<file path="config.mk">
export PLATFORM = sky130hd
export DESIGN_NAME = jpeg_bit_packer
export DESIGN_NICKNAME = d
export VERILOG_FILES = /design/src/rtl/jpeg_pack_pkg.sv /design/src/rtl/pack_slot_sel.sv /design/src/rtl/jpeg_bit_packer.sv
export SDC_FILE = /design/constraint.sdc
export NUM_CORES = 1
export LEC_CHECK = 0
export ABC_AREA = 1
export BUFFER_PORTS_ARGS = -buffer_cell sky130_fd_sc_hd__buf_4
export CORE_AREA = 3 3 296 298
export CTS_BUF_LIST = sky130_fd_sc_hd__clkbuf_2
export DETAILED_ROUTE_END_ITERATION = 10
export DIE_AREA = 0 0 299 301
export MAX_ROUTING_LAYER = met4
export PLACE_DENSITY = 0.68
export SYNTH_ARGS = -nofsm -noshare
export SYNTH_HDL_FRONTEND = slang
export SYNTH_SLANG_ARGS = --single-unit
export TNS_END_PERCENT = 5
</file>
<file path="constraint.sdc">
create_clock -name clk -period 4.95 [get_ports clk]
set_clock_uncertainty 0.1 [all_clocks]
set_input_delay 0.2475 -clock clk [delete_from_list [all_inputs] [get_ports clk]]
set_output_delay 0.2475 -clock clk [all_outputs]
set_load 0.02 [all_outputs]
</file>
<file path="src/rtl/jpeg_pack_pkg.sv">
// Shared constants, FSM state encoding and slot record for the JPEG bit packer.
// The slot width helper lives here so the top and the selector agree on it.
package jpeg_pack_pkg;

    localparam int WORD_W     = 32;
    localparam int ACC_W      = 64;
    localparam int NUM_SLOTS  = 10;
    localparam int DC_MAX_LEN = 20;
    localparam int FILL_W     = 7;
    localparam int IDX_W      = 4;
    localparam int LEN_W      = 5;

    typedef enum logic [2:0] {
        ST_IDLE,
        ST_LOAD,
        ST_PACK,
        ST_PAD,
        ST_FLUSH_WAIT
    } state_e;

    typedef struct packed {
        logic [LEN_W-1:0]  len;
        logic [WORD_W-1:0] code;
    } slot_t;

    // Mask keeping the low 'len' bits of a right-aligned code.
    function automatic logic [WORD_W-1:0] len_mask(input logic [LEN_W-1:0] len);
        return (WORD_W'(1) << len) - WORD_W'(1);
    endfunction

endpackage

</file>
<file path="src/rtl/pack_slot_sel.sv">
// Finds the lowest-indexed slot at or after 'start' whose length is non-zero,
// so empty slots never cost a packing cycle.
module pack_slot_sel
    import jpeg_pack_pkg::*;
(
    input  slot_t            slots [NUM_SLOTS],
    input  logic [IDX_W:0]   start,
    output logic [IDX_W-1:0] idx,
    output logic             none
);

    // NOTE: every output gets a default before the loop, otherwise paths that
    // never match would leave it unassigned and infer a latch.
    always_comb begin
        idx  = '0;
        none = 1'b1;
        for (int i = NUM_SLOTS - 1; i >= 0; i--) begin
            if (((IDX_W + 1)'(i) >= start) && (slots[i].len != '0)) begin
                idx  = IDX_W'(i);
                none = 1'b0;
            end
        end
    end

endmodule

</file>
<file path="src/rtl/jpeg_bit_packer.sv">
// Concatenates one Huffman bundle per out_valid pulse into an MSB-first stream
// and emits 32-bit words over valid/ready; flush pads the tail word with PAD_BIT.
module jpeg_bit_packer
    import jpeg_pack_pkg::*;
#(
    parameter logic PAD_BIT = 1'b1
) (
    input  logic              clk,
    input  logic              srst_n,
    input  logic              out_valid,
    input  logic [4:0]        code_length_DC,
    input  logic [19:0]       code_out_DC,
    input  logic [4:0]        code_length1,
    input  logic [31:0]       code_out1,
    input  logic [4:0]        code_length2,
    input  logic [31:0]       code_out2,
    input  logic [4:0]        code_length3,
    input  logic [31:0]       code_out3,
    input  logic [4:0]        code_length4,
    input  logic [31:0]       code_out4,
    input  logic [4:0]        code_length5,
    input  logic [31:0]       code_out5,
    input  logic [4:0]        code_length6,
    input  logic [31:0]       code_out6,
    input  logic [4:0]        code_length7,
    input  logic [31:0]       code_out7,
    input  logic [4:0]        code_length8,
    input  logic [31:0]       code_out8,
    input  logic [4:0]        code_length_table,
    input  logic [31:0]       code_out_table,
    input  logic              flush,
    output logic              in_ready,
    output logic              word_valid,
    input  logic              word_ready,
    output logic [WORD_W-1:0] out_word,
    output logic              done,
    output logic              overflow,
    output logic [15:0]       word_count
);

    state_e             state_q, state_d;
    logic [ACC_W-1:0]   acc_q, acc_d;
    logic [FILL_W-1:0]  fill_q, fill_d;
    slot_t              bundle_q [NUM_SLOTS];
    slot_t              bundle_d [NUM_SLOTS];
    logic [IDX_W-1:0]   cur_q, cur_d;
    logic [15:0]        word_count_q, word_count_d;
    logic               done_q, done_d;
    logic               overflow_q, overflow_d;

    slot_t              in_slots [NUM_SLOTS];
    logic [LEN_W-1:0]   dc_len;
    logic [LEN_W-1:0]   pad_len;
    logic [IDX_W:0]     sel_start;
    logic [IDX_W-1:0]   sel_idx;
    logic               sel_none;
    logic               pop;
    logic               app_en;
    logic [LEN_W-1:0]   app_len;
    logic [WORD_W-1:0]  app_code;

    assign word_valid = (fill_q >= FILL_W'(WORD_W));
    assign out_word   = acc_q[ACC_W-1 -: WORD_W];
    assign in_ready   = (state_q == ST_IDLE);
    assign done       = done_q;
    assign overflow   = overflow_q;
    assign word_count = word_count_q;
    assign pop        = word_valid && word_ready;
    assign dc_len     = (code_length_DC > LEN_W'(DC_MAX_LEN)) ? LEN_W'(DC_MAX_LEN) : code_length_DC;
    assign pad_len    = LEN_W'(WORD_W - int'(fill_q));
    assign sel_start  = (state_q == ST_LOAD) ? '0 : ({1'b0, cur_q} + 1'b1);

    // Codes are masked at capture so stray high bits never reach the stream.
    always_comb begin
        in_slots[0] = '{len: dc_len,            code: WORD_W'(code_out_DC) & len_mask(dc_len)};
        in_slots[1] = '{len: code_length1,      code: code_out1 & len_mask(code_length1)};
        in_slots[2] = '{len: code_length2,      code: code_out2 & len_mask(code_length2)};
        in_slots[3] = '{len: code_length3,      code: code_out3 & len_mask(code_length3)};
        in_slots[4] = '{len: code_length4,      code: code_out4 & len_mask(code_length4)};
        in_slots[5] = '{len: code_length5,      code: code_out5 & len_mask(code_length5)};
        in_slots[6] = '{len: code_length6,      code: code_out6 & len_mask(code_length6)};
        in_slots[7] = '{len: code_length7,      code: code_out7 & len_mask(code_length7)};
        in_slots[8] = '{len: code_length8,      code: code_out8 & len_mask(code_length8)};
        in_slots[9] = '{len: code_length_table, code: code_out_table & len_mask(code_length_table)};
    end

    pack_slot_sel u_slot_sel (
        .slots (bundle_q),
        .start (sel_start),
        .idx   (sel_idx),
        .none  (sel_none)
    );

    always_comb begin
        state_d      = state_q;
        acc_d        = acc_q;
        fill_d       = fill_q;
        bundle_d     = bundle_q;
        cur_d        = cur_q;
        word_count_d = word_count_q;
        done_d       = 1'b0;
        overflow_d   = overflow_q;
        app_en       = 1'b0;
        app_len      = '0;
        app_code     = '0;

        if (pop) begin
            acc_d        = acc_q << WORD_W;
            fill_d       = fill_q - FILL_W'(WORD_W);
            word_count_d = word_count_q + 16'd1;
        end

        unique case (state_q)
            ST_IDLE: begin
                if (out_valid) begin
                    bundle_d = in_slots;
                    state_d  = ST_LOAD;
                    if (flush) overflow_d = 1'b1;
                end else if (flush) begin
                    state_d = ST_PAD;
                end
            end
            ST_LOAD: begin
                if (sel_none) begin
                    state_d = ST_IDLE;
                end else begin
                    cur_d   = sel_idx;
                    state_d = ST_PACK;
                end
            end
            ST_PACK: begin
                // Appending only below one full word keeps fill + 31 within the accumulator.
                if (!word_valid) begin
                    app_en   = 1'b1;
                    app_len  = bundle_q[cur_q].len;
                    app_code = bundle_q[cur_q].code;
                    if (sel_none) state_d = ST_IDLE;
                    else          cur_d   = sel_idx;
                end
            end
            ST_PAD: begin
                if (!word_valid) begin
                    if (fill_q != '0) begin
                        app_en   = 1'b1;
                        app_len  = pad_len;
                        app_code = {WORD_W{PAD_BIT}} & len_mask(pad_len);
                    end
                    state_d = ST_FLUSH_WAIT;
                end
            end
            ST_FLUSH_WAIT: begin
                if (fill_q == '0) begin
                    done_d  = 1'b1;
                    state_d = ST_IDLE;
                end
            end
            default: state_d = ST_IDLE;
        endcase

        if ((state_q != ST_IDLE) && (out_valid || flush)) overflow_d = 1'b1;

        // Left-align the new code directly below the bits already held.
        if (app_en) begin
            acc_d  = acc_q | (ACC_W'(app_code) << (FILL_W'(ACC_W) - FILL_W'(app_len) - fill_q));
            fill_d = fill_q + FILL_W'(app_len);
        end
    end

    // NOTE: state registers use non-blocking assignments so every flop samples
    // the pre-edge values, independent of statement order.
    always_ff @(posedge clk or negedge srst_n) begin
        if (!srst_n) begin
            state_q      <= ST_IDLE;
            acc_q        <= '0;
            fill_q       <= '0;
            cur_q        <= '0;
            word_count_q <= '0;
            done_q       <= 1'b0;
            overflow_q   <= 1'b0;
            // NOTE: the bundle register is cleared too, so a reset mid-bundle
            // leaves no stale codes that a later LOAD could pick up.
            for (int i = 0; i < NUM_SLOTS; i++) bundle_q[i] <= '0;
        end else begin
            state_q      <= state_d;
            acc_q        <= acc_d;
            fill_q       <= fill_d;
            cur_q        <= cur_d;
            word_count_q <= word_count_d;
            done_q       <= done_d;
            overflow_q   <= overflow_d;
            for (int i = 0; i < NUM_SLOTS; i++) bundle_q[i] <= bundle_d[i];
        end
    end

endmodule

</file>
==> results of run 1 <==
Yosys cell counts, types with 12 or more instances:
master     instances
xnor2_1           18
nor4_1            13
nor2_2            30
buf_6             14
o21ai_1           16
nor3_1            90
o211ai_1          37
clkbuf_8          13
dfrtp_1          454
nand2_1         1083
buf_2             38
clkbuf_1         181
nor2_1           404
a32o_1            13
inv_2             24
ha_1              33
nand4_1          179
o31ai_1           12
nand3_1          754
nand3b_1          24
buf_1             35
nand3_2           18
mux2i_1           20
a21oi_1          194
inv_1            490
o21ai_0          535
o2111ai_1         13
o22ai_1           55
buf_4             38
xor2_1            37
stage by stage:
| stage | std cells | hold WS (ns) | setup WS [ns] |
|---|---|---|---|
| 3_5_place_dp | 6262 | 0.2951 | 0.3354 |
| 3_3_place_gp | 6262 | 0.2932 | 0.3733 |
| 2_1_floorplan | 4975 | -0.1481 | 0.1561 |
cell families after synthesis:
group,after synthesis,share of synthesized area
mux,20,0.006035
buf+inv,842,0.1081
flops,454,0.3425
xor+xnor,55,0.01452
compound gates,922,0.1527
fa+ha+maj,36,0.01426
simple gates,2646,0.3619
==> impl_metrics.toml, run 1 <==
[placed_design]
dp_hpwl_um = 106800
dpl_cell_area_um2 = 36670
port_buffers = 405
place_congestion = 1.010

[synth]
yosysWarnings = 0
synth_seq_area_share = 0.3425
syn_nets = 5374
synthCells = 4975
syn_area_um2 = 33170
yosys.area.top_type = "dfrtp_1"
synth_top_area_share = 0.3425
synthDistinctLibCells = 59
ys.flop_type = "dfrtp_1"
synth-seq-cells = 454
async_reset_ff_frac = 1.000
synthTopCellsByArea = "dfrtp_1 (34%), nand2_1 (12%), nand3_1 (11%)"
synth_edf_count = 0
avgSynthCellArea_um2 = 6.668

[clock_network]
numCtsBuffers = 134
post_cts_resized = 0
numClockSinks = 454
clockBufferDepth = 3
h-tree-depth = 4
hold_buffers = 1301
cts_root_buffer = "clkbuf_2"
post_cts_buffers = 0

[run_status]
status = "aborted with a tool error"
error_line = "[ERROR RSZ-0060] Max buffer count reached."
haltStage = "clock tree synthesis"

[die]
ios = 415
rows = 107
die_h_um = 301
start_util = 0.3896
fp.dieW_um = 299
==> run 2: changes to the inputs <==
CORE_AREA = 3 3 376 378   (was 3 3 296 298)
CTS_BUF_LIST = not set   (was sky130_fd_sc_hd__clkbuf_2)
DIE_AREA = 0 0 379 381   (was 0 0 299 301)
MAX_ROUTING_LAYER = not set   (was met4)
PLACE_DENSITY = not set   (was 0.68)
PLACE_DENSITY_LB_ADDON = 0.15   (was not set)
clock period = 6.44 ns   (was 4.95 ns; I/O delays follow)
==> run 2 against run 1 <==
Effect of this change: the run now ends clean; area after synthesis unchanged; synthesized cell count unchanged.
==> impl_metrics.toml, run 2 <==
[placed_design]
place_congestion = 0.9452
dp_hpwl_um = 124100
placed_cells = 6902
port_buffers = 405

[grt]
overflow = 0
grt_max_degree = 159
grt_pass1_wl_um = 237900
grt_pass1_vias = 36425
grt_use_total = 0.2182
antenna_found_initial = 7

[clock_network]
numCtsBuffers = 61
post_cts_buffers = 0
clk_latency_ns = 0.69
post_cts_resized = 0
clockBufferDepth = 3
clkTransAtPathRegs_ns = 0.06
cts_root_buffer = "clkbuf_16"
cts_tree = "done"
h-tree-depth = 2
numClockSinks = 454

[synth]
async_reset_ff_frac = 1.000
yosys.cell_count.top_type = "nand2_1"
synth_edf_count = 0
avgSynthCellArea_um2 = 6.668
synth_seq_area_share = 0.3425
syn_nets = 5374
synth_commonest_cells = "nand2_1 (1083), nand3_1 (754), o21ai_0 (535), inv_1 (490), dfrtp_1 (454)"
yosys.area.top_type = "dfrtp_1"
syn_area_um2 = 33170
synth_top_area_share = 0.3425
ys.flop_type = "dfrtp_1"
synth-seq-cells = 454
yosysWarnings = 0
synthTopCellsByArea = "dfrtp_1 (34%), nand2_1 (12%), nand3_1 (11%)"
synthDistinctLibCells = 59
synthCells = 4975

[hold_path]
min_from = "code_length8[2]"
hold_path.class = "in -> reg"

[worst_setup_path]
cp_max_fo = 33
worstSetupPathType = "reg -> reg"
crit_start = "cur_q[0]$_DFFE_PN0P_"
r2r_start = "cur_q[0]$_DFFE_PN0P_"
critPathCaptureType = "flip-flop"
cp.required_ns = 6.89
start_kind = "flip-flop"
crit_arrival_ns = 5.91

[drt]
drt-pass1-iter-count = 6
drt-wirelength-per-cell_um = 21.74
vias_per_cell = 4.995
wl_um = 160500
drc_errors = 0
num_vias = 36895
ant_nets = 0
drt_iter0_markers = 3411

[die]
rows = 136
dieArea_um2 = 144400
ios = 415
fp.coreArea_um2 = 137800
die_h_um = 381
fp.dieW_um = 379
start_util = 0.2407

[timing]
slew_headroom = 0.3340
hold_viol = 0
fin_hold_ws_ns = 0.05198
fin_tns_setup_ns = 0
min_period_ns = 5.455
worstMarginPinSlew_ns = 0.9991
grt_setup_unrepaired = "no"
setup_violations = 0
maxSlewViolCount = 0
finalCritPeriodShare = 0.8471
fmax_mhz = 183.3

[layout]
fin_cells = 7386
final_common_cell = "nand2_1"
drive_gt1_frac = 0.1218
nNetsFinal = 5935
syn_to_final_growth_pct = 29.90
regMostFlops = "bundle_q"
largest_reg_flops = 358
layout_common_cells = "nand2_1 (1082), nand3_1 (754), o21ai_0 (535), inv_1 (488), dfrtp_1 (451)"
filler_cell_count = 15278

[power]
power_density_nw_per_um2 = 522.7
ir_drop_mv = 0.8261
p_total_w = 0.02252
p_leak_nw = 20.31

[job]
max_cap_violations = 0

[run_status]
status = "finished, final reports clean"
[run 2: per-layer routing]
layer	wire, µm	global-route usage
met5	9	0
met4	5334	0.06702
met3	8588	0.02423
met2	69140	0.3324
met1	77460	0.3205
[run 2: path summary, 6_finish.rpt]
| path | to | depth (start not counted) | slack (ns) |
|---|---|---|---|
| max | acc_q[49]$_DFFE_PN0P_ | 25 | 0.98 |
| min | bundle_q[71]$_DFFE_PN0P_ | 3 | 0.05 |
| min reg2reg | bundle_q[290]$_DFFE_PN0P_ | 2 | 0.36 |
| min in group asynchronous | word_count[11]$_DFFE_PN0P_ | 2 | 0.10 |
| max in group asynchronous | bundle_q[57]$_DFFE_PN0P_ | 3 | 4.73 |
| max reg2reg | acc_q[49]$_DFFE_PN0P_ | 25 | 0.98 |
[run 2: final cells by class]
| type | instances | area (µm²) | area share |
|---|---|---|---|
| Multi-Input combinational cell | 3679 | 18270 | 0.4241 |
| Sequential cell | 454 | 11370 | 0.2638 |
| Timing Repair Buffer | 817 | 7104 | 0.1649 |
| Tap cell | 1794 | 2245 | 0.05209 |
| Inverter | 523 | 1972 | 0.04576 |
| Clock buffer | 82 | 1735 | 0.04028 |
| Clock inverter | 28 | 369.1 | 0.008566 |
| Antenna cell | 9 | 22.52 | 0.0005227 |
[run 2: critical path, stage by stage, from the launching register on]
cell and delay, ns:
dfrtp_4 0.61, clkinv_2 0.47, o21ai_0 0.30, nand3_1 0.17, a32o_1 0.36, a22oi_1 0.26, inv_1 0.08, ha_1 0.18
inv_1 0.13, fa_1 0.44, nand3_1 0.07, and2_1 0.23, inv_1 0.06, a21oi_1 0.13, o21bai_1 0.09, xnor2_1 0.13
buf_4 0.17, inv_1 0.34, nor2_1 0.10, inv_1 0.23, nor2_1 0.07, buf_4 0.18, nand3_1 0.16, nand3_1 0.11
nand2_1 0.07, nand2_1 0.05
[run 2: logic make-up after synthesis]
group,count (synthesis),share of synthesized area
buffers and inverters,842,0.1081
adders and majority gates,36,0.01426
and+or+nand+nor,2646,0.3619
muxes,20,0.006035
AOI/OAI and AO/OA,922,0.1527
xor gates and xnor gates,55,0.01452
DFF,454,0.3425
[run 2: where the power goes]
| part | internal, W | switching [W] |
|---|---|---|
| clock network | 0.00213 | 0.00149 |
| registers | 0.00320 | 0.000307 |
| logic | 0.00437 | 0.0110 |
| total | 0.00970 | 0.0128 |
[run 2: timing repair]
item                                    4_1_cts  5_1_grt
endpoints found under the setup margin        0        0
hold buffers                                365        0
endpoints found under the hold margin       386        0
[run 2: metrics by stage]
stage | area [µm²] | utilization | setup WS [ns]
2_1_floorplan | 33170 | - | 1.646
3_3_place_gp | 37310 | 0.2707 | 1.052
3_5_place_dp | 37310 | 0.2707 | 1.007
4_1_cts | 43070 | 0.3125 | 0.9734
5_1_grt | 43070 | 0.3125 | 0.5123
6_report | 43090 | 0.3126 | 0.9846
Power figures use the tool's default switching activity.
==> run 3: changes to the inputs <==
clock period = 5.6 ns   (was 6.44 ns; I/O delays follow)
==> run 3 against run 2 <==
Effect of this change: via count up 0.22%; count of clock-buffer cells in the layout up 4; cell area up 1.3%; largest cell class unchanged.
==> impl_metrics.toml, run 3 (synthesis results as in run 2) <==
[timing]
finalCritPeriodShare = 0.8912
maxSlewViolCount = 0
setup_violations = 0
slew_headroom = 0.2780
min_period_ns = 4.991
fmax_mhz = 200.4
worstMarginPinSlew_ns = 1.083
grt_setup_unrepaired = "no"
fin_hold_ws_ns = 0.05254
hold_viol = 0
fin_tns_setup_ns = 0

[clock_network]
h-tree-depth = 2
clkTransAtPathRegs_ns = 0.06
numCtsBuffers = 59
clockBufferDepth = 3
cts_tree = "done"
clk_latency_ns = 0.71
post_cts_buffers = 0
numClockSinks = 454
cts_root_buffer = "clkbuf_16"

[worst_setup_path]
critPathCaptureType = "flip-flop"
worstSetupPathType = "reg -> reg"
cp_max_fo = 63
crit_arrival_ns = 5.50
crit_start = "cur_q[0]$_DFFE_PN0P_"
r2r_start = "cur_q[0]$_DFFE_PN0P_"
worstRegToRegCells = 21
start_kind = "flip-flop"
cp.required_ns = 6.11

[layout]
layout_common_cells = "nand2_1 (1082), nand3_1 (754), o21ai_0 (535), inv_1 (488), buf_4 (456)"
drive_gt1_frac = 0.1217
syn_to_final_growth_pct = 31.54
largest_reg_flops = 358
fin_util = 0.3166
regMostFlops = "bundle_q"
nNetsFinal = 5994
final_common_cell = "nand2_1"
fin_cells = 7447

[die]
fp.coreArea_um2 = 137800
fp.dieW_um = 379
start_util = 0.2407
ios = 415
rows = 136
dieArea_um2 = 144400
die_h_um = 381

[run_status]
status = "finished, final reports clean"

[power]
p_total_w = 0.02637
p_leak_nw = 20.54
power_density_nw_per_um2 = 604.4
ir_drop_mv = 0.9194

[hold_path]
hold_path.class = "in -> reg"
min_from = "code_length_DC[1]"
hold_path_depth = 7

[placed_design]
dp_hpwl_um = 125800
port_buffers = 405
place_congestion = 0.9421
placed_cells = 6914

[drt]
wl_um = 162400
num_vias = 36976
drt_iter0_markers = 3399
vias_per_cell = 4.965
drt-wirelength-per-cell_um = 21.81
ant_nets = 0
drt-pass1-iter-count = 6
drc_errors = 0

[grt]
grt_max_degree = 162
overflow = 0
grt_use_total = 0.2199
grt_pass1_vias = 36252
grt_pass1_wl_um = 239000
antenna_found_initial = 6

[job]
max_cap_violations = 0
run 3: cell types whose count changed in the layout (fill, tap and decap cells not counted), sizes merged:
cell,previous run,this run
dlygate4sd3,365,414
buf,452,464
clkbuf,82,86
bufinv,6,4
clkinv,27,26
inv,515,514
run 3: routing by layer:
layer	wire, µm	global-route usage	vias to the layer above	part of all wire
li1	-	-	18034	-
met1	78540	0.3230	17698	0.48
met2	70480	0.3351	1080	0.43
met3	8350	0.02585	164	0.051
met4	5012	0.06543	0	0.031
met5	0	0	-	0
run 3: final cells by class:
class                   count  area [µm²]
clock inverters            24       314.1
clock buffers              86        1718
inverters                 523        1972
well taps                1794        2245
repair buffers            878        7722
flip-flops and latches    454       11370
fillers                 15313       94200
multi-input cells        3679       18270
diodes                      9       22.52
run 3: power by group:
part / switching [W] / internal [W]
logic: 0.0130 / 0.00530
registers: 0.000340 / 0.00368
clock network: 0.00172 / 0.00232
run 3: per-stage QoR:
| stage | setup slack, ns | cell area (µm²) |
|---|---|---|
| 2_1_floorplan | 0.8061 | 33170 |
| 3_3_place_gp | 0.7386 | 37440 |
| 3_5_place_dp | 0.6764 | 37440 |
| 4_1_cts | 0.6163 | 43610 |
| 5_1_grt | 0.3429 | 43620 |
| 6_report | 0.6091 | 43630 |
run 3: worst paths after layout:
path,endpoint,slack (ns)
setup / recovery,acc_q[48]$_DFFE_PN0P_,0.61
hold / removal,bundle_q[338]$_DFFE_PN0P_,0.05
setup reg to reg,acc_q[48]$_DFFE_PN0P_,0.61
hold reg to reg,bundle_q[179]$_DFFE_PN0P_,0.36
max in group asynchronous,bundle_q[152]$_DFFE_PN0P_,3.84
min in group asynchronous,cur_q[3]$_DFFE_PN0P_,0.13
run 3: critical path, stage by stage, from the launching register on:
cell	delay [ns]
dfrtp_4	0.49
buf_12	0.30
buf_4	0.55
a21oi_1	0.13
o21ai_0	0.09
nand3_1	0.10
a32o_1	0.33
a22oi_1	0.29
ha_1	0.34
ha_1	0.40
a21oi_1	0.19
o21bai_1	0.09
xnor2_1	0.30
inv_1	0.15
nor2_1	0.14
inv_1	0.15
nor2_1	0.12
buf_4	0.21
nand3_1	0.15
nand3_1	0.11
nand2_1	0.05
nand2_1	0.06
run 3: timing repair:
action                    in CTS  in global routing
gates resized for setup        0                  0
hold buffers                 414                  0
hold endpoints to repair     415                  0
